## config.mk

```make
export PLATFORM = sky130hd
export DESIGN_NAME = inv_pipe_flat
export DESIGN_NICKNAME = d
export VERILOG_FILES = /design/src/rtl/inv_pipe_if.sv /design/src/rtl/inv_pipe.sv /design/src/flat_wrapper.sv
export SDC_FILE = /design/constraint.sdc
export NUM_CORES = 1
export LEC_CHECK = 0
export CORE_AREA = 2 2 73 47
export CTS_CLUSTER_DIAMETER = 150
export DETAILED_ROUTE_END_ITERATION = 8
export DIE_AREA = 0 0 75 49
export DONT_BUFFER_PORTS = 1
export PLACE_DENSITY = 0.74
export SYNTH_ARGS = -nofsm -noshare
export SYNTH_HDL_FRONTEND = slang
export SYNTH_SLANG_ARGS = --single-unit
export TNS_END_PERCENT = 50
```

## constraint.sdc

```tcl
create_clock -name clk -period 4.6 [get_ports clk]
set_input_delay 1.15 -clock clk [delete_from_list [all_inputs] [get_ports clk]]
set_output_delay 1.15 -clock clk [all_outputs]
set_load 0.01 [all_outputs]
```

## src/rtl/inv_pipe_if.sv

```systemverilog
// Mask-configuration handshake between a configuring master and inv_pipe.
interface inv_pipe_if #(
  parameter int WIDTH = 8
);
  logic             cfg_valid;
  logic [WIDTH-1:0] cfg_data;
  logic             cfg_ready;

  modport master (output cfg_valid, output cfg_data, input cfg_ready);
  modport slave  (input cfg_valid, input cfg_data, output cfg_ready);
endinterface

```

## src/rtl/inv_pipe.sv

```systemverilog
// Per-channel pass/invert/mask/hold conditioning followed by a fixed-latency
// register pipeline, with a fill flag and a saturating output-change counter.
module inv_pipe #(
  parameter int WIDTH = 8,
  parameter int DEPTH = 2,
  parameter int CNT_W = 8
) (
  input  logic             clk,
  input  logic             rst,
  input  logic [WIDTH-1:0] din,
  input  logic [1:0]       mode,
  inv_pipe_if.slave        cfg,
  input  logic             cnt_clr,
  output logic [WIDTH-1:0] dout,
  output logic             dout_valid,
  output logic [CNT_W-1:0] edge_cnt
);

  localparam int                FILL_W    = $clog2(DEPTH + 1);
  localparam logic [FILL_W-1:0] FILL_MAX  = FILL_W'(DEPTH);
  localparam logic [FILL_W-1:0] FILL_LAST = FILL_W'(DEPTH - 1);
  localparam logic [CNT_W-1:0]  CNT_MAX   = {CNT_W{1'b1}};

  logic [WIDTH-1:0]  stage_r [DEPTH];
  logic [WIDTH-1:0]  mask_r;
  logic              cfg_ready_r;
  logic [FILL_W-1:0] fill_r;
  logic              dout_valid_r;
  logic [CNT_W-1:0]  edge_cnt_r;

  logic [WIDTH-1:0]  stage0_next_s;
  logic [WIDTH-1:0]  dout_next_s;
  logic              accept_s;

  // Stage-0 conditioning and mask-load acceptance
  always_comb begin
    stage0_next_s = stage_r[0];
    accept_s      = cfg.cfg_valid & cfg_ready_r;
    case (mode)
      2'b00:   stage0_next_s = din;
      2'b01:   stage0_next_s = ~din;
      2'b10:   stage0_next_s = din ^ mask_r;
      2'b11:   stage0_next_s = stage_r[0];
      default: stage0_next_s = stage_r[0];
    endcase
  end

  // The value dout will take on the coming edge, used by the change counter
  generate
    if (DEPTH == 1) begin : g_next_d1
      assign dout_next_s = stage0_next_s;
    end else begin : g_next_dn
      assign dout_next_s = stage_r[DEPTH-2];
    end
  endgenerate

  // Data pipeline: stage 0 conditioned, later stages shift unconditionally
  always_ff @(posedge clk) begin
    if (rst) begin
      for (int i = 0; i < DEPTH; i++) begin
        stage_r[i] <= {WIDTH{1'b0}};
      end
    end else begin
      stage_r[0] <= stage0_next_s;
      for (int i = 1; i < DEPTH; i++) begin
        stage_r[i] <= stage_r[i-1];
      end
    end
  end

  // Mask register with one-cycle busy after every accepted load
  always_ff @(posedge clk) begin
    if (rst) begin
      mask_r      <= {WIDTH{1'b0}};
      cfg_ready_r <= 1'b1;
    end else begin
      if (accept_s) begin
        mask_r <= cfg.cfg_data;
      end else begin
        mask_r <= mask_r;
      end
      cfg_ready_r <= ~accept_s;
    end
  end

  // Saturating fill counter; valid is registered so it rises on edge DEPTH
  always_ff @(posedge clk) begin
    if (rst) begin
      fill_r       <= {FILL_W{1'b0}};
      dout_valid_r <= 1'b0;
    end else begin
      if (fill_r != FILL_MAX) begin
        fill_r <= fill_r + FILL_W'(1);
      end else begin
        fill_r <= fill_r;
      end
      dout_valid_r <= (fill_r >= FILL_LAST);
    end
  end

  // Output-change counter, gated by an already-valid output; clear wins
  always_ff @(posedge clk) begin
    if (rst) begin
      edge_cnt_r <= {CNT_W{1'b0}};
    end else if (cnt_clr) begin
      edge_cnt_r <= {CNT_W{1'b0}};
    end else if (dout_valid_r && (dout_next_s != stage_r[DEPTH-1]) &&
                 (edge_cnt_r != CNT_MAX)) begin
      edge_cnt_r <= edge_cnt_r + CNT_W'(1);
    end else begin
      edge_cnt_r <= edge_cnt_r;
    end
  end

  assign dout          = stage_r[DEPTH-1];
  assign dout_valid    = dout_valid_r;
  assign edge_cnt      = edge_cnt_r;
  assign cfg.cfg_ready = cfg_ready_r;

endmodule

```

## src/flat_wrapper.sv

```systemverilog
// flat-port wrapper written by rule: the top's interface ports become plain ports
module inv_pipe_flat 
#(
  parameter int WIDTH = 8,
  parameter int DEPTH = 2,
  parameter int CNT_W = 8
)
  (clk, rst, din, mode, cnt_clr, dout, dout_valid, edge_cnt, cfg_cfg_valid, cfg_cfg_data, cfg_cfg_ready);
  inv_pipe_if #(.WIDTH(WIDTH)) cfg_i ();
  input  logic clk;
  input  logic rst;
  input  logic [WIDTH-1:0] din;
  input  logic [1:0] mode;
  input  logic cnt_clr;
  output logic [WIDTH-1:0] dout;
  output logic dout_valid;
  output logic [CNT_W-1:0] edge_cnt;
  input wire logic [$bits(cfg_i.cfg_valid)-1:0] cfg_cfg_valid;
  input wire logic [$bits(cfg_i.cfg_data)-1:0] cfg_cfg_data;
  output wire logic [$bits(cfg_i.cfg_ready)-1:0] cfg_cfg_ready;
  assign cfg_i.cfg_valid = cfg_cfg_valid;
  assign cfg_i.cfg_data = cfg_cfg_data;
  assign cfg_cfg_ready = cfg_i.cfg_ready;
  inv_pipe #(.WIDTH(WIDTH), .DEPTH(DEPTH), .CNT_W(CNT_W)) u_core (.clk(clk), .rst(rst), .din(din), .mode(mode), .cfg(cfg_i), .cnt_clr(cnt_clr), .dout(dout), .dout_valid(dout_valid), .edge_cnt(edge_cnt));
endmodule
```

# After elaboration in Yosys (flattened, before gate mapping)
# Memory sizes are Yosys's and may differ from the RTL's.
# Index checks and enable logic that the tools add are counted.
# totals
latch_bits	0
output_inout_bits	18
wordCells	31
n_memories	1
mem_bits_ro	0
ff_bits	20
in_bits	22
mem_bits_rw	16
# classes
bitwise_logic	6
shift	0
multipliers	0
n_mux	6
magnitude_cmp	1
div_mod_pow	0
reduce_logical	4
add_sub_neg	2
n_eq_ne	6
# mem_list
memory	depth	width	read_ports	rd_clocked_by_memory_dff	write_ports	line	source
u_core.stage_r	2	8	2	0	2	inv_pipe.sv:24	logic [WIDTH-1:0] stage_r [DEPTH];
# op_table
cell	count
8-bit case mux with 4 select lines	1
8-bit 2-to-1 mux	2
8-bit by 1-bit adder with 8-bit output (second input constant)	1
8-bit != test	1
8-bit != test (second input constant)	1
8-bit NOT	1
8-bit bitwise XOR	1
2-bit equality test (second input constant)	2
1-bit 2-to-1 mux	3
2-bit by 1-bit adder with 2-bit output (second input constant)	1
2-bit by 1-bit equality test with 1-bit output (second input constant)	1
2-bit by 1-bit greater-or-equal comparator with 1-bit output (second input constant)	1
1-bit logical AND	2
2-bit zero test	1
2-bit != test (second input constant)	1
1-bit OR	2
2-bit OR reduction	1
1-bit bitwise AND	1
1-bit NOT	1

# Depth between registers and ports, before layout
# depth
word_depth	3
mapped_depth	8
depth_no_buf	7

# Least setup slack after synthesis
# OpenSTA, ideal clock, no wires.
# synth_timing
kind	input to register
from	in mode[0]
to	mem u_core.stage_r[0][5]
path_buffers	2
setup_time_ns	0.131
arrival_ns	2.235
cell_stages	8
setup_slack_ns	2.234
required_time_ns	4.469
cell_sequence	inv_1 -> ha_1 -> buf_2 -> buf_2 -> nor2_1 -> mux2_2 -> a21oi_1 -> nor3_1
# synth_rtl
item	line	source
start, declared	flat_wrapper.sv:13	input logic [1:0] mode;
end, declared	inv_pipe.sv:24	

==> results.md <==
- Synthesized area per cell: 8.68 sq um
- Die Area: 3680 sq um
- Largest net degree at the start of global routing: 33
- Register share of total power: 52.7%
- Pre-Repair DR Iteration Count: 4
- Power Density: 376 nW/um^2
- Antenna Diode Count: 0
- Vias per cell: 5.63
- Worst reg-to-reg setup slack: 2.84 ns
- RSZ-0062 raised after global routing: no
- I/O pins: 40
- Post-CTS Setup Bufs: 0
- Max-slew headroom: 58.3%
- Combinational power share: 16.5%
- Final min period: 2.34 ns
- Worst path required time: 4.76 ns
- Clock power share: 30.9%
- Final hold slack: 0.474 ns
- Power Internal: 496 uW
- Crit end category: flip-flop
- Vias in the first global route: 1266
- Area after DPL: 1760 sq um
- TritonCTS Buffers: 5
- Ratio of cells with drive above 1 in the final layout: 11.5%
- Synth Net Count: 230
- Die X-Extent: 75 um
- Metal3 WL: 175 um
- Final Hold Fails: 0
- Top Layer Used: met4
- Die height: 49 um
- Grt total ovfl: 0
- FMAX: 427 MHz
- Sw Pwr: 199 uW
- Later-pin clock latency in the skew report: 0.28 ns
- GRT Util Overall: 21.1%
- Worst slew pin tran: 0.622 ns
- Post-synthesis sequential area ratio: 41.1%
- CTS HTree Levels: 2
- Placeable Area: 3060 sq um
- Design area: 1850 sq um
- Area of the multi-input gates: 968 sq um
- Post-DR wirelength/cell: 14.8 um
- Final Max Slew Viols: 0
- Clock sink total: 36
- Tcrit/Tclk final: 50.9%
- Longest Clk Path Bufs: 2
- Synth Warn #: 0
- # DRC: 0
- Hold buffer count at CTS: 0
- WS Path Type: input port to flip-flop
- Synth-to-layout area growth: 5.42%
- Hold endpoint: u_core.mask_r[5]
- Post-DP HPWL: 2.73 mm
- Leak: 0.000767 uW
- Distinct cells, synth: 36
- PortBufs: 0
- Post-synthesis cell count: 202
- Crit path launch type: input port
- Routed length on met1: 1.76 mm
- Nets: 227
- Sequential cell area: 721 sq um
- Row cnt: 16
- Routed wl met2: 1.67 mm
- Top cell type's share of synthesized area: 41.1%
- Max VDD drop: 0.000243 V
- Clk slew on worst S/H paths: 0.07 ns
- Initial core utilization: 57.2%
- Post-synth top area cell: dfxtp_1
- RR Endpoint: u_core.edge_cnt[6]
- RR Startpoint: u_core.stage_r[0][9]
- DRT Wirelength: 3.63 mm
- Via Count: 1380
- Final Skew: 0.00668 ns
- #FFs+latches synth: 36
- Detailed Route Iter0 Violations: 96
- DRT antenna net count: 0
- CTS tree: yes
- Max-cap violations: 0
- Root Buffer: clkbuf_8
- Hold_sp: u_core.mask_r[5]
- Post-route setup TNS: 0 ns
- Sw frac: 28.6%
- Filler instances: 284
- Hold path depth: 2
- Synthesized area: 1750 sq um
- Initial antenna violation count: 0
- R2R cell count: 5
- Post-cts repair resize count: 0
- Setup Viol. Count Final: 0
- Hold Crit Class: flip-flop to flip-flop
- First-pass GRT wire length: 5.84 mm
- Critical Path AT: 2.51 ns
- Status: complete, no violations
- Global placement routability congestion: 0.819
- Largest cells by area after synthesis: dfxtp_1 41%, a21oi_1 7.4%, nor2b_1 5.7%
- Biggest fanout along the worst timing path: 17
[critical path, cell delays in order]
cell and delay, ns:
inv_1 0.02, ha_1 0.57, nand2b_1 0.28, o21ai_0 0.12, a211oi_1 0.28, nor3_1 0.07
[through the flow]
step / setup slack (ns) / cells / utilization, % / power (uW)
after floorplan: 2.23 / 202 / - / 472
after detailed placement: 1.97 / 237 / 57.5 / 489
after CTS: 2.27 / 245 / 60.3 / 701
after global routing: 2.12 / 245 / 60.3 / 738
final: 2.26 / 245 / 60.3 / 695
after global placement: 2.15 / 237 / 57.5 / 476
[cells in the mapped netlist (all sizes together)]
| cell type | number |
|---|---|
| dfxtp | 36 |
| a21oi | 26 |
| nand2 | 17 |
| nor2b | 16 |
| nor2 | 14 |
| nand3 | 12 |
| o21ai | 9 |
| xor2 | 9 |
| nor3 | 8 |
| mux2 | 7 |
| and3 | 6 |
| ha | 6 |
| buf | 5 |
| clkbuf | 5 |
| inv | 4 |
| mux2i | 3 |
| or3 | 3 |
| a211oi | 2 |
| a31o | 2 |
| nor4 | 2 |
| or2 | 2 |
| a21boi | 1 |
| a41o | 1 |
| a41oi | 1 |
| and4 | 1 |
| nand2b | 1 |
| nand4 | 1 |
| nand4b | 1 |
| nor3b | 1 |
[placed cells by master, fill, tap and decap left out, types with 4 or more instances in the layout]
cell      count
and3_1        6
ha_1          6
inv_1         4
nor2b_1      16
o21ai_0       7
dfxtp_1      36
xor2_1        9
mux2_2        7
nand2_1      17
a21oi_1      26
nor3_1        7
nor2_1       14
nand3_1      10
clkbuf_8      5
[worst max-delay path by stage]
stage / start / to / slack, ns / depth (start not counted)
2_1_floorplan: mode[0] / u_core.stage_r[0][5] / 2.23 / 8
3_3_place_gp: mode[0] / u_core.stage_r[0][3] / 2.15 / 6
3_5_place_dp: mode[0] / u_core.stage_r[0][3] / 1.97 / 6
4_1_cts: mode[0] / u_core.stage_r[0][3] / 2.27 / 6
5_1_grt: mode[0] / u_core.stage_r[0][3] / 2.12 / 6
6_report: mode[0] / u_core.stage_r[0][3] / 2.26 / 6
[cell type report]
cell class	count	share of cell area, %
Multi-Input combinational cell	152	52.4
Sequential cell	36	39.0
Clock buffer	5	3.72
Tap cell	45	3.05
Clock inverter	3	1.02
Inverter	4	0.812
[layer usage]
| metal | vias up | GRT usage [%] |
|---|---|---|
| li1 | 697 | - |
| met1 | 649 | 28.6 |
| met2 | 32 | 32.2 |
| met3 | 2 | 6.82 |
| met4 | 0 | 5.95 |
| met5 | - | 0 |
[registers in the layout, indices dropped and copies added, names as in the netlist]
| signal | count |
|---|---|
| u_core.fill_r | 2 |
| u_core.cfg.cfg_ready | 1 |
| u_core.mask_r | 8 |
| u_core.stage_r | 16 |
| u_core.edge_cnt | 8 |
| u_core.dout_valid | 1 |
[cell families after synthesis]
family          share of synthesized area (%)
buf+inv                                  3.64
xor+xnor                                 4.50
simple gates                             26.4
flops                                    41.1
mux                                      6.21
compound gates                           13.8
fa+ha+maj                                4.28
[power by group through the flow]
stage / clock (uW) / combinational (uW) / sequential, uW
CTS: 218 / 116 / 367
global route: 236 / 132 / 370
global placement: 0 / 104 / 372
finish: 215 / 115 / 366
floorplan: 0 / 106 / 365
detailed placement: 0 / 115 / 374
(Power assumes the default switching activity.)
==> edit 1: new RTL, same settings <==
`CNT_W` is set to 8 in 2 places; all go to 7.
--- a/src/rtl/inv_pipe.sv
+++ b/src/rtl/inv_pipe.sv
@@ -3,7 +3,7 @@
 module inv_pipe #(
   parameter int WIDTH = 8,
   parameter int DEPTH = 2,
-  parameter int CNT_W = 8
+  parameter int CNT_W = 7
 ) (
   input  logic             clk,
   input  logic             rst,
--- a/src/flat_wrapper.sv
+++ b/src/flat_wrapper.sv
@@ -3,7 +3,7 @@
 #(
   parameter int WIDTH = 8,
   parameter int DEPTH = 2,
-  parameter int CNT_W = 8
+  parameter int CNT_W = 7
 )
   (clk, rst, din, mode, cnt_clr, dout, dout_valid, edge_cnt, cfg_cfg_valid, cfg_cfg_data, cfg_cfg_ready);
   inv_pipe_if #(.WIDTH(WIDTH)) cfg_i ();
Ports: changed (resized edge_cnt); port bits go from 40 to 39. No check against the original RTL was run, so the function may have changed too.
==> edit 1 against the unedited design <==
Area after synthesis down 7.3%; sequential cell count down 1; setup slack better by 0.12 ns; design area down 5.3%; routed wire length down 0.47%; total power up 5.3%; final cell count down 3.7%; synthesized cell count down 4.5%; critical path type unchanged; largest power group unchanged.
==> edit 1: results (changes against the unedited design) <==
- Status: finished, final reports clean
- Multi-input logic area: 876 µm² (-9.6%)
- R2r setup slk: 2.67 ns (-0.17 ns)
- Distinct cell type count after synthesis: 27 (-25%)
- Num CTS Buffers: 5 (unchanged)
- Hpwl dp: 2710 µm (-0.76%)
- Count leader, synth: dfxtp_1
- Total GRT Usage: 21.7% (+0.59 points)
- Share of layout cells above drive strength 1: 8.90% (-2.6 points)
- Synth top cells by count: dfxtp_1 (35), a21oi_1 (30), nor2_1 (16), nand2_1 (13), nor2b_1 (13)
- FF-to-FF Start: u_core.edge_cnt[0]
- Cells after DPL: 229 (-3.4%)
- DRT Wirelength: 3620 µm (-0.47%)
- Hold_sp: u_core.mask_r[6]
- Hold Path End: u_core.mask_r[6]
- Largest net degree at the start of global routing: 31 (-6.1%)
- Sequential fraction of the synthesis area: 43.1% (+2.0 points)
- Via density: 5.58 (-0.93%)
- Final GP Congestion: 0.775 (-5.5%)
- CTS Buffer Depth: 2 (unchanged)
- Synth Warn #: 0 (unchanged)
- CTS Root Cell: clkbuf_8
- CP max stage delay: 0.48 ns (-0.09 ns)
- Worst rel slew slack: 60.2% (+1.9 points)
- Hold slack final: 0.472 ns (-0.00206 ns)
- WP data arrival: 2.43 ns (-0.08 ns)
- Filler cells: 275 (-3.2%)
- Place WS: 2.10 ns (+0.129 ns)
- CP endpoint: u_core.stage_r[0][4]
- Avg Cell Area, Syn: 8.42 µm² (-3.0%)
- Pleak: 0.708 nW (-7.6%)
- Fmax: 449 MHz (+5.2%)
- Vias post-DR: 1317 (-4.6%)
- Synth top area cells: dfxtp_1 (43%), a21oi_1 (9.2%), nor2b_1 (5.0%), mux2_2 (4.8%), xor2_1 (4.8%)
- Iteration-0 DRC Markers: 95 (-1.0%)
- NumNets Final: 219 (-3.5%)
- Worst flop-to-flop path endpoint: u_core.edge_cnt[4]
- Clk_skew: 0.00247 ns (-0.00421 ns)
- R2r worst-path depth: 6 (+1)
- Post-DP Area: 1650 µm² (-6.4%)
- First-pass GRT wire length: 5960 µm (+2.0%)
- CP endpoint kind: register
- Maximum vdd drop: 0.243 mV (+0.25%)
[edit 1: cell types whose count changed after synthesis, moves of 3 or more]
cell     delta
o21ai_0     +5
a21oi_1     +4
and3_1      -4
nand2_1     -4
and2b_1     +3
buf_2       -3
nor2b_1     -3
[edit 1: kinds of logic (layout without fill, tap and decap cells)]
group | after synthesis | after routing | share of synthesized area, %
buffers and inverters | 13 | 11 | 3.00
and+or+nand+nor | 74 | 74 | 22.9
xor gates and xnor gates | 10 | 10 | 5.39
muxes | 8 | 8 | 5.47
AOI/OAI and AO/OA | 47 | 47 | 15.6
DFF | 35 | 35 | 43.1
adders and majority gates | 6 | 6 | 4.62
[edit 1: final cells by class]
type                       instances  area share, %
clock buffer                       6           4.15
clock inverter                     1           1.72
inverter                           4          0.858
multi-input combinational        145           50.0
sequential                        35           40.0
tap                               45           3.22
[edit 1: layer usage]
metal | routed length, µm | GRT usage [%]
met4 | 78 | 9.82
met3 | 226 | 6.61
met5 | 0 | 0
met2 | 1690 | 32.7
met1 | 1620 | 28.4
[edit 1: report_power, final]
| part | leakage (nW) | switching (mW) | internal, mW |
|---|---|---|---|
| clock | 0.0513 | 0.100 | 0.159 |
| sequential | 0.287 | 0.0283 | 0.331 |
| combinational | 0.370 | 0.0619 | 0.0521 |
[edit 1: worst max-delay path, delay by kind of cell]
family / cells / cell delay, ns
compound gates: 2 / 0.27
fa+ha+maj: 1 / 0.48
buf+inv: 1 / 0.02
simple gates: 2 / 0.49
==> edit 2: new RTL, same flow settings <==
Without the edit above. Put one more register stage on the output `edge_cnt`, cleared by the reset. The value now appears one clock later. The other outputs are not delayed to match.
--- a/src/rtl/inv_pipe.sv
+++ b/src/rtl/inv_pipe.sv
@@ -114,7 +114,13 @@
 
   assign dout          = stage_r[DEPTH-1];
   assign dout_valid    = dout_valid_r;
-  assign edge_cnt      = edge_cnt_r;
+  always_ff @(posedge clk) begin
+    if (rst) begin
+      edge_cnt <= '0;
+    end else begin
+      edge_cnt <= edge_cnt_r;
+    end
+  end
   assign cfg.cfg_ready = cfg_ready_r;
 
 endmodule
Check against the original RTL: not equivalent (Yosys sat finds a counterexample within 4 cycles, from zero or initial values and one cycle with rst high).
==> edit 2 against the unedited design <==
Total power is 11% higher; routed wire length is 12% higher; area after synthesis is 11% higher; worst hold slack worse by 0.0087 ns; count of clock-buffer cells in the layout is 1 higher; sequential share of layout area is 4.5 points higher; sequential cell count is 8 higher; highest routed layer unchanged; final cell count is 6.9% higher; synthesized cell count is 9.9% higher; sequential power is 20% higher; largest power group unchanged; setup slack better by 0.071 ns; design area is 9.5% higher.
==> edit 2: results (changes against the unedited design) <==
- Status: finished, final reports clean
- Final Non-Filler Cells: 262 (+6.9%)
- Clk_skew: 0.00257 ns (-0.00411 ns)
- FF-to-FF Start: u_core.stage_r[0][15]
- First-pass GRT wire length: 6690 µm (+15%)
- Hold slack final: 0.465 ns (-0.00875 ns)
- Largest net degree at the start of global routing: 39 (+18%)
- Synth top cells by count: dfxtp_1 (44), a21oi_1 (30), nor2b_1 (21), nand2_1 (15), nor2_1 (13)
- Synth top area share: 45.3% (+4.2 points)
- Place WS: 2.03 ns (+0.0543 ns)
- Worst flop-to-flop path endpoint: u_core.edge_cnt_r[6]
- Sequential fraction of the synthesis area: 45.3% (+4.2 points)
- Synth top area cells: dfxtp_1 (45%), a21oi_1 (7.7%), nor2b_1 (6.8%), mux2_2 (4.1%), xor2_1 (4.1%)
- Post-DP Area: 1950 µm² (+11%)
- Synth-to-layout area growth: 4.12%
- Final GP Congestion: 0.902 (+10%)
- R2r setup slk: 2.99 ns (+0.15 ns)
- Vias post-DR: 1527 (+11%)
- Worst Tran Pin Value: 0.495 ns (-0.127 ns)
- Distinct cell type count after synthesis: 31 (-14%)
- Pleak: 0.790 nW (+3.1%)
- NumNets Final: 245 (+7.9%)
- Hpwl dp: 3010 µm (+10%)
- Maximum vdd drop: 0.270 mV (+11%)
- Hold Path End: u_core.mask_r[1]
- Iteration-0 DRC Markers: 100 (+4.2%)
- Share of layout cells above drive strength 1: 8.29% (-3.2 points)
[edit 2: cell types whose count changed after synthesis, moves of 4 or more]
cell / delta
o21ai_1: +5
and3_1: -4
dfxtp_1: +8
clkbuf_1: +4
nor2b_1: +5
a21oi_1: +4
[edit 2: worst min-delay path: cells and delay by family, from the launching register on]
kind,cells,cell delay [ns]
simple gates,1,0.05
compound gates,1,0.05
flops,1,0.32
[edit 2: layout make-up]
cell class / count / share of cell area, %
Inverter: 4 / 0.742
Sequential cell: 44 / 43.5
Clock inverter: 1 / 0.247
Tap cell: 45 / 2.78
Multi-Input combinational cell: 162 / 49.1
Clock buffer: 6 / 3.59
[edit 2: worst max-delay path by stage]
| stage | startpoint | endpoint | slack (ns) | depth (start not counted) |
|---|---|---|---|---|
| after global placement | mode[0] | u_core.stage_r[0][3] | 2.14 | 6 |
| after floorplan | mode[0] | u_core.stage_r[0][4] | 2.14 | 8 |
| after CTS | mode[0] | u_core.stage_r[0][3] | 2.34 | 6 |
| after global routing | mode[0] | u_core.stage_r[0][7] | 2.17 | 6 |
| final | mode[0] | u_core.stage_r[0][3] | 2.33 | 6 |
| after detailed placement | mode[0] | u_core.stage_r[0][3] | 2.03 | 6 |
[edit 2: cell families after synthesis]
logic type	Yosys count	share of synthesized area, %
flops	44	45.3
xor+xnor	9	4.06
mux	8	4.57
fa+ha+maj	6	3.86
simple gates	92	26.1
buf+inv	16	3.54
compound gates	47	12.5
[edit 2: power by group]
| group | internal [mW] | total (mW) | switching (mW) |
|---|---|---|---|
| registers | 0.409 | 0.440 | 0.0313 |
| clock network | 0.103 | 0.218 | 0.115 |
| logic | 0.0527 | 0.113 | 0.0599 |
[edit 2: routing by layer]
layer  global-route usage [%]  vias up  part of all wire (%)
met4                     6.85        0                   1.1
li1                         -      758                     -
met1                     33.4      706                    48
met3                     7.85        9                   6.4
met2                     34.9       54                    44
met5                        0        -                     0
